### src/rtl/conv_x_stream_tx.sv
// conv_x_stream_tx: holds one LENX-word frame written by a host and streams it over valid/ready.
// Define CONV_TX_LAST_EN to add the m_last_x end-of-frame marker output.
module conv_x_stream_tx #(
  parameter int unsigned WIDTH = 11,
  parameter int unsigned LENX  = 30,
  parameter int unsigned ADDRX = 5
) (
  input  logic             clk,
  input  logic             reset,
  input  logic             wr_en,
  input  logic [ADDRX-1:0] wr_addr,
  input  logic [WIDTH-1:0] wr_data,
  input  logic             start,
  output logic             busy,
  output logic             done,
  output logic [WIDTH-1:0] m_data_out_x,
  output logic             m_valid_x,
`ifdef CONV_TX_LAST_EN
  output logic             m_last_x,
`endif
  input  logic             m_ready_x
);

  typedef enum logic [1:0] {IDLE, FETCH, SEND, DONE} state_t;

  localparam logic [ADDRX-1:0] LAST_ADDR = ADDRX'(LENX - 1);

  state_t           state_q, state_d;
  logic [WIDTH-1:0] buf_q [LENX];
  logic [WIDTH-1:0] rd_data_q;
  logic             rd_vld_q, rd_vld_d;
  logic             rd_last_q, rd_last_d;
  logic [ADDRX-1:0] ptr_q, ptr_d;
  logic             issued_all_q, issued_all_d;
  logic             out_valid_q, out_valid_d;
  logic             out_last_q, out_last_d;
  logic [WIDTH-1:0] out_data_q, out_data_d;
  logic             skid_valid_q, skid_valid_d;
  logic             skid_last_q, skid_last_d;
  logic [WIDTH-1:0] skid_data_q, skid_data_d;
  logic             active, wr_ok, pop, issue;

  assign active = (state_q == FETCH) || (state_q == SEND);
  assign wr_ok  = wr_en && !active && (32'(wr_addr) < LENX);

  always_ff @(posedge clk) begin
    if (wr_ok) buf_q[wr_addr] <= wr_data;
    if (issue) rd_data_q <= buf_q[ptr_q];
  end

  always_comb begin
    state_d      = state_q;
    out_valid_d  = out_valid_q;
    out_data_d   = out_data_q;
    out_last_d   = out_last_q;
    skid_valid_d = skid_valid_q;
    skid_data_d  = skid_data_q;
    skid_last_d  = skid_last_q;
    ptr_d        = ptr_q;
    issued_all_d = issued_all_q;
    pop          = out_valid_q && m_ready_x;

    // Output register refills from skid first, then from the read returning this cycle;
    // a read that cannot enter the output register parks in the skid.
    if (!out_valid_q || pop) begin
      if (skid_valid_q) begin
        out_valid_d  = 1'b1;
        out_data_d   = skid_data_q;
        out_last_d   = skid_last_q;
        skid_valid_d = rd_vld_q;
        skid_data_d  = rd_data_q;
        skid_last_d  = rd_last_q;
      end else begin
        out_valid_d = rd_vld_q;
        out_data_d  = rd_vld_q ? rd_data_q : '0;
        out_last_d  = rd_vld_q && rd_last_q;
      end
    end else if (rd_vld_q) begin
      skid_valid_d = 1'b1;
      skid_data_d  = rd_data_q;
      skid_last_d  = rd_last_q;
    end

    // Only launch a read if its data is guaranteed a slot next cycle even with ready low.
    issue     = active && !issued_all_q && !(out_valid_d && skid_valid_d);
    rd_vld_d  = issue;
    rd_last_d = issue && (ptr_q == LAST_ADDR);
    if (issue) begin
      if (ptr_q == LAST_ADDR) issued_all_d = 1'b1;
      else                    ptr_d = ptr_q + 1'b1;
    end

    case (state_q)
      IDLE:  if (start) state_d = FETCH;
      FETCH: state_d = SEND;
      SEND: begin
        if (pop && out_last_q) begin
          state_d      = DONE;
          ptr_d        = '0;
          issued_all_d = 1'b0;
        end
      end
      DONE:    state_d = start ? FETCH : IDLE;
      default: state_d = IDLE;
    endcase
  end

  always_ff @(posedge clk) begin
    if (!reset) begin
      state_q      <= IDLE;
      rd_vld_q     <= 1'b0;
      rd_last_q    <= 1'b0;
      ptr_q        <= '0;
      issued_all_q <= 1'b0;
      out_valid_q  <= 1'b0;
      out_data_q   <= '0;
      out_last_q   <= 1'b0;
      skid_valid_q <= 1'b0;
      skid_data_q  <= '0;
      skid_last_q  <= 1'b0;
    end else begin
      state_q      <= state_d;
      rd_vld_q     <= rd_vld_d;
      rd_last_q    <= rd_last_d;
      ptr_q        <= ptr_d;
      issued_all_q <= issued_all_d;
      out_valid_q  <= out_valid_d;
      out_data_q   <= out_data_d;
      out_last_q   <= out_last_d;
      skid_valid_q <= skid_valid_d;
      skid_data_q  <= skid_data_d;
      skid_last_q  <= skid_last_d;
    end
  end

  assign busy         = active;
  assign done         = (state_q == DONE);
  assign m_valid_x    = out_valid_q;
  assign m_data_out_x = out_data_q;
`ifdef CONV_TX_LAST_EN
  assign m_last_x     = out_last_q;
`endif

endmodule
### config.mk
export PLATFORM = sky130hd
export DESIGN_NAME = conv_x_stream_tx
export DESIGN_NICKNAME = d
export VERILOG_FILES = /design/src/rtl/conv_x_stream_tx.sv
export SDC_FILE = /design/constraint.sdc
export NUM_CORES = 1
export LEC_CHECK = 0
export ABC_AREA = 1
export CAP_MARGIN = 15
export CORE_MARGIN = 1
export CORE_UTILIZATION = 30
export DETAILED_ROUTE_END_ITERATION = 10
export GPL_TIMING_DRIVEN = 1
export PLACE_DENSITY = 0.45
export RECOVER_POWER = 25
export SLEW_MARGIN = 20
export SYNTH_ARGS = -nofsm -noshare
export SYNTH_HDL_FRONTEND = slang
export SYNTH_SLANG_ARGS = --single-unit
### constraint.sdc
create_clock -name clk -period 2.1 [get_ports clk]
set_input_delay 0.525 -clock clk [delete_from_list [all_inputs] [get_ports clk]]
set_output_delay 0.525 -clock clk [all_outputs]
set_load 0.005 [all_outputs]
==> impl_metrics.tcl <==
set metrics [dict create \
    status "complete, no violations" \
    worstSetupEndpointType "flop" \
    p_int_mw 14.09 \
    vdd_drop_max_v 0.0006921 \
    min-delay-start "issued_all_q$_SDFF_PN0_" \
    syn_nets 1484 \
    synth_simple_gate_area_share 0.1958 \
    min_path_type "reg -> reg" \
    period_share 0.9616 \
    reg2reg_slack_ns 0.08 \
    rows 83 \
    regToRegStartpoint "ptr_q[0]$_SDFF_PN0_" \
    synthAdderAreaFrac 0.003996 \
    postCtsHoldBufs 0 \
    synth.distinct_cells 27 \
    synth_area_sq_um 15660 \
    synth_top_family_by_area "simple AND/OR/NAND/NOR gates" \
    synth_ff_type "edfxtp_1" \
    synth.most_common_cell "nand2_1" \
    drt-initial-drc-count 888 \
    grt_usage 0.1704 \
    crit_chain "inv_4 > buf_12 > nand2_1 > nand2_1 > nand2_1 > o21ai_1 > nand2_1 > nand3_1 > nor2_1 > nor2_1" \
    area.growth.synth_to_final_pct 19.31 \
    grt_start_max_net_pins 82 \
    layout.nets 1564 \
    muxShareOfSynthArea 0 \
    port_buffers 34 \
    overflow 0 \
    cpMostUsedCell "nand2_1" \
    cts_tree "built" \
    io_pins 35 \
    ant_nets 0 \
    synth_xor_area_frac 0.001678 \
    drt_wl_total_microns 45000 \
    cap_violations 0 \
    antenna_found_initial 1 \
    switchingPower_mw 6.429 \
    worstSetupStartpointType "flop" \
    hold_depth 2 \
    yosys-top-cells-count "nand2_1 (436), edfxtp_1 (341), nor2_1 (199)" \
    clkTransAtPathRegs_ns 0.06 \
    power_mw 20.52 \
    sw_frac_of_total 0.3133 \
    cp_slowest_cell "dfxtp_4" \
    num_antenna_cells 0 \
    hold_path_end "issued_all_q$_SDFF_PN0_" \
    num_vias 10590 \
    drive_above_1_share 0.1149 \
    setup_viol_count_final 0 \
    clockPowerShare 0.349 \
    rsz0062_at_grt "false" \
    yosysTopAreaCell "edfxtp_1" \
    crit_required_ns 2.47 \
    cts_buffer_depth 3 \
    clock_skew_ns 0.03244 \
    synth-edff-count 341 \
    grt_pass1_wl_microns 66710 \
    critPathArrivalTime_ns 2.38 \
    max_freq_mhz 495.2 \
    synth_seq_cells 377 \
    grt_pass1_vias 10646 \
    place.gp.congestion 0.8418 \
    combinationalPowerShare 0.226 \
    synthArstFlopShare 0 \
    cts-root-buf "clkbuf_16" \
    tightest_slew_ns 1.364 \
    slew_violations 0 \
    initial_core_util 0.3046 \
    core_sq_um 51410 \
    power_density_nw_per_um2 1098 \
    clk_latency_ns 0.59 \
    die_h_microns 230.5 \
    yosysTopAreaCellShare 0.6540 \
    seq_area_frac_synth 0.7000 \
    numCtsBuffers 44 \
    wl_per_cell_microns 20.03 \
    via_per_inst 4.713 \
    cts_sinks 377 \
    drtPass1Iterations 5 \
    syn_inst 1458 \
    synth_compound_area_frac 0.04795 \
    avgSynthCellArea_sq_um 10.74 \
    drc 0 \
    dieArea_sq_um 53110 \
    hold_ws_ns 0.4543 \
    p_leak_nw 6.927 \
    htreeDepth 2 \
    ys_warn_count 0 \
    reg2reg_depth 10 \
    critPathMaxFanout 48 \
    die_w_microns 230.5 \
    ys_top_cells_by_area "edfxtp_1 (65%), nand2_1 (10%), nor2_1 (4.8%), dfxtp_1 (4.6%), nand3_1 (4.0%)" \
    crit_path_max_incr_delay_ns 0.38 \
    crit_type "reg -> reg" \
    slew_headroom 0.09070 \
    worstReg2RegEnd "rd_data_q[1]$_DFFE_PN_" \
    hpwl_microns 27890 \
    hold_viol_final 0 \
    period_needed_ns 2.019 \
    seqPwrFrac 0.425 \
]
-- cell type report --
class / instances / area (sq um)
multi-input cells: 921 / 4146
inverters: 88 / 332.8
clock buffers: 56 / 1166
clock inverters: 19 / 176.4
flip-flops and latches: 377 / 10970
well taps: 680 / 850.8
fillers: 5140 / 32730
repair buffers: 106 / 1036
-- stage by stage --
step / setup slack (ns) / std cells / instance area (sq um) / util / setup TNS (ns)
5_1_grt: 0.0002018 / 2247 / 18680 / 0.3634 / 0
6_report: 0.08057 / 2247 / 18680 / 0.3634 / 0
4_1_cts: -0.1909 / 2246 / 18620 / 0.3621 / -7.698
3_5_place_dp: -0.8427 / 2170 / 17170 / 0.3341 / -228.32
2_1_floorplan: 0.003970 / 1458 / 15660 / - / 0
3_3_place_gp: -0.7998 / 2170 / 17170 / 0.3341 / -216.87
-- worst max-delay path: cells and delay by family (launching register included) --
kind	cells	cell delay (ns)
AND/OR/NAND/NOR	7	0.78
buffers and inverters	2	0.41
flip-flops	1	0.38
AO/OA/AOI/OAI	1	0.19
-- metal layers --
layer / wire (microns) / track usage / part of all wire / vias to the layer above
li1: - / - / - / 5057
met4: 943 / 0.04946 / 0.021 / 0
met1: 20330 / 0.2322 / 0.45 / 5182
met2: 21190 / 0.2789 / 0.47 / 292
met3: 2542 / 0.02754 / 0.056 / 59
met5: 0 / 0 / 0 / -
-- cell families after synthesis --
logic type,after synthesis
AND/OR/NAND/NOR,769
buffers and inverters,160
AO/OA/AOI/OAI,144
XOR/XNOR,3
flip-flops,377
adder cells (fa/ha/maj),5
-- worst max path at each step --
| stage | cells after the start | slack, ns | to | start |
|---|---|---|---|---|
| 6_report | 10 | 0.08 | rd_data_q[1]$_DFFE_PN_ | ptr_q[0]$_SDFF_PN0_ |
| 5_1_grt | 6 | 0.0002 | buf_q[22][3]$_DFFE_PP_ | state_q[1]$_SDFFE_PN0P_ |
| 4_1_cts | 6 | -0.19 | buf_q[28][8]$_DFFE_PP_ | state_q[1]$_SDFFE_PN0P_ |
| 3_5_place_dp | 7 | -0.84 | buf_q[25][7]$_DFFE_PP_ | wr_addr[4] |
| 3_3_place_gp | 7 | -0.80 | buf_q[25][9]$_DFFE_PP_ | wr_addr[4] |
| 2_1_floorplan | 5 | 0.004 | buf_q[13][0]$_DFFE_PP_ | state_q[0]$_SDFFE_PN0P_ |
-- what timing repair did --
item	4_1_cts	5_1_grt
gates resized for setup	42	37
endpoints found under the setup margin	337	242
buffers inserted	1	0
pin swaps	1	0
cloned	0	1
-- power groups by stage --
stage	Sequential (mW)	Clock [mW]	Combinational (mW)
floorplan	8.81	0	2.63
global placement	8.86	0	4.50
detailed placement	8.87	0	4.49
CTS	8.72	7.33	4.57
global route	8.75	7.62	5.09
finish	8.72	7.15	4.65
-- registers in the layout, summed over array words and instances (netlist names) --
signal and count:
buf_q 330, m_valid_x 1, skid_valid_q 1, ptr_q 5, skid_last_q 1, m_data_out_x 11
out_last_q 1, rd_last_q 1, rd_vld_q 1, issued_all_q 1, skid_data_q 11, rd_data_q 11
state_q 2
-- cells in the final DEF, fill, tap and decap left out, types with 2 or more instances in the layout --
| master | instances |
|---|---|
| a21oi_1 | 11 |
| a31oi_1 | 12 |
| and2_1 | 3 |
| buf_12 | 9 |
| buf_16 | 2 |
| buf_4 | 49 |
| buf_6 | 2 |
| clkbuf_1 | 11 |
| clkbuf_16 | 45 |
| clkbuf_2 | 8 |
| clkbuf_8 | 2 |
| clkdlybuf4s50_1 | 22 |
| clkinv_1 | 8 |
| clkinv_16 | 2 |
| clkinv_2 | 4 |
| clkinv_4 | 2 |
| dfxtp_1 | 31 |
| dfxtp_2 | 3 |
| dfxtp_4 | 2 |
| dlygate4sd3_1 | 10 |
| edfxtp_1 | 341 |
| ha_1 | 3 |
| inv_1 | 80 |
| inv_2 | 6 |
| inv_6 | 2 |
| nand2_1 | 436 |
| nand3_1 | 124 |
| nor2_1 | 166 |
| nor2_2 | 7 |
| nor2_4 | 28 |
| o211ai_1 | 6 |
| o21ai_0 | 80 |
| o21ai_1 | 34 |
| or2_0 | 3 |
| xor2_1 | 3 |
(Power assumes the default switching activity.)
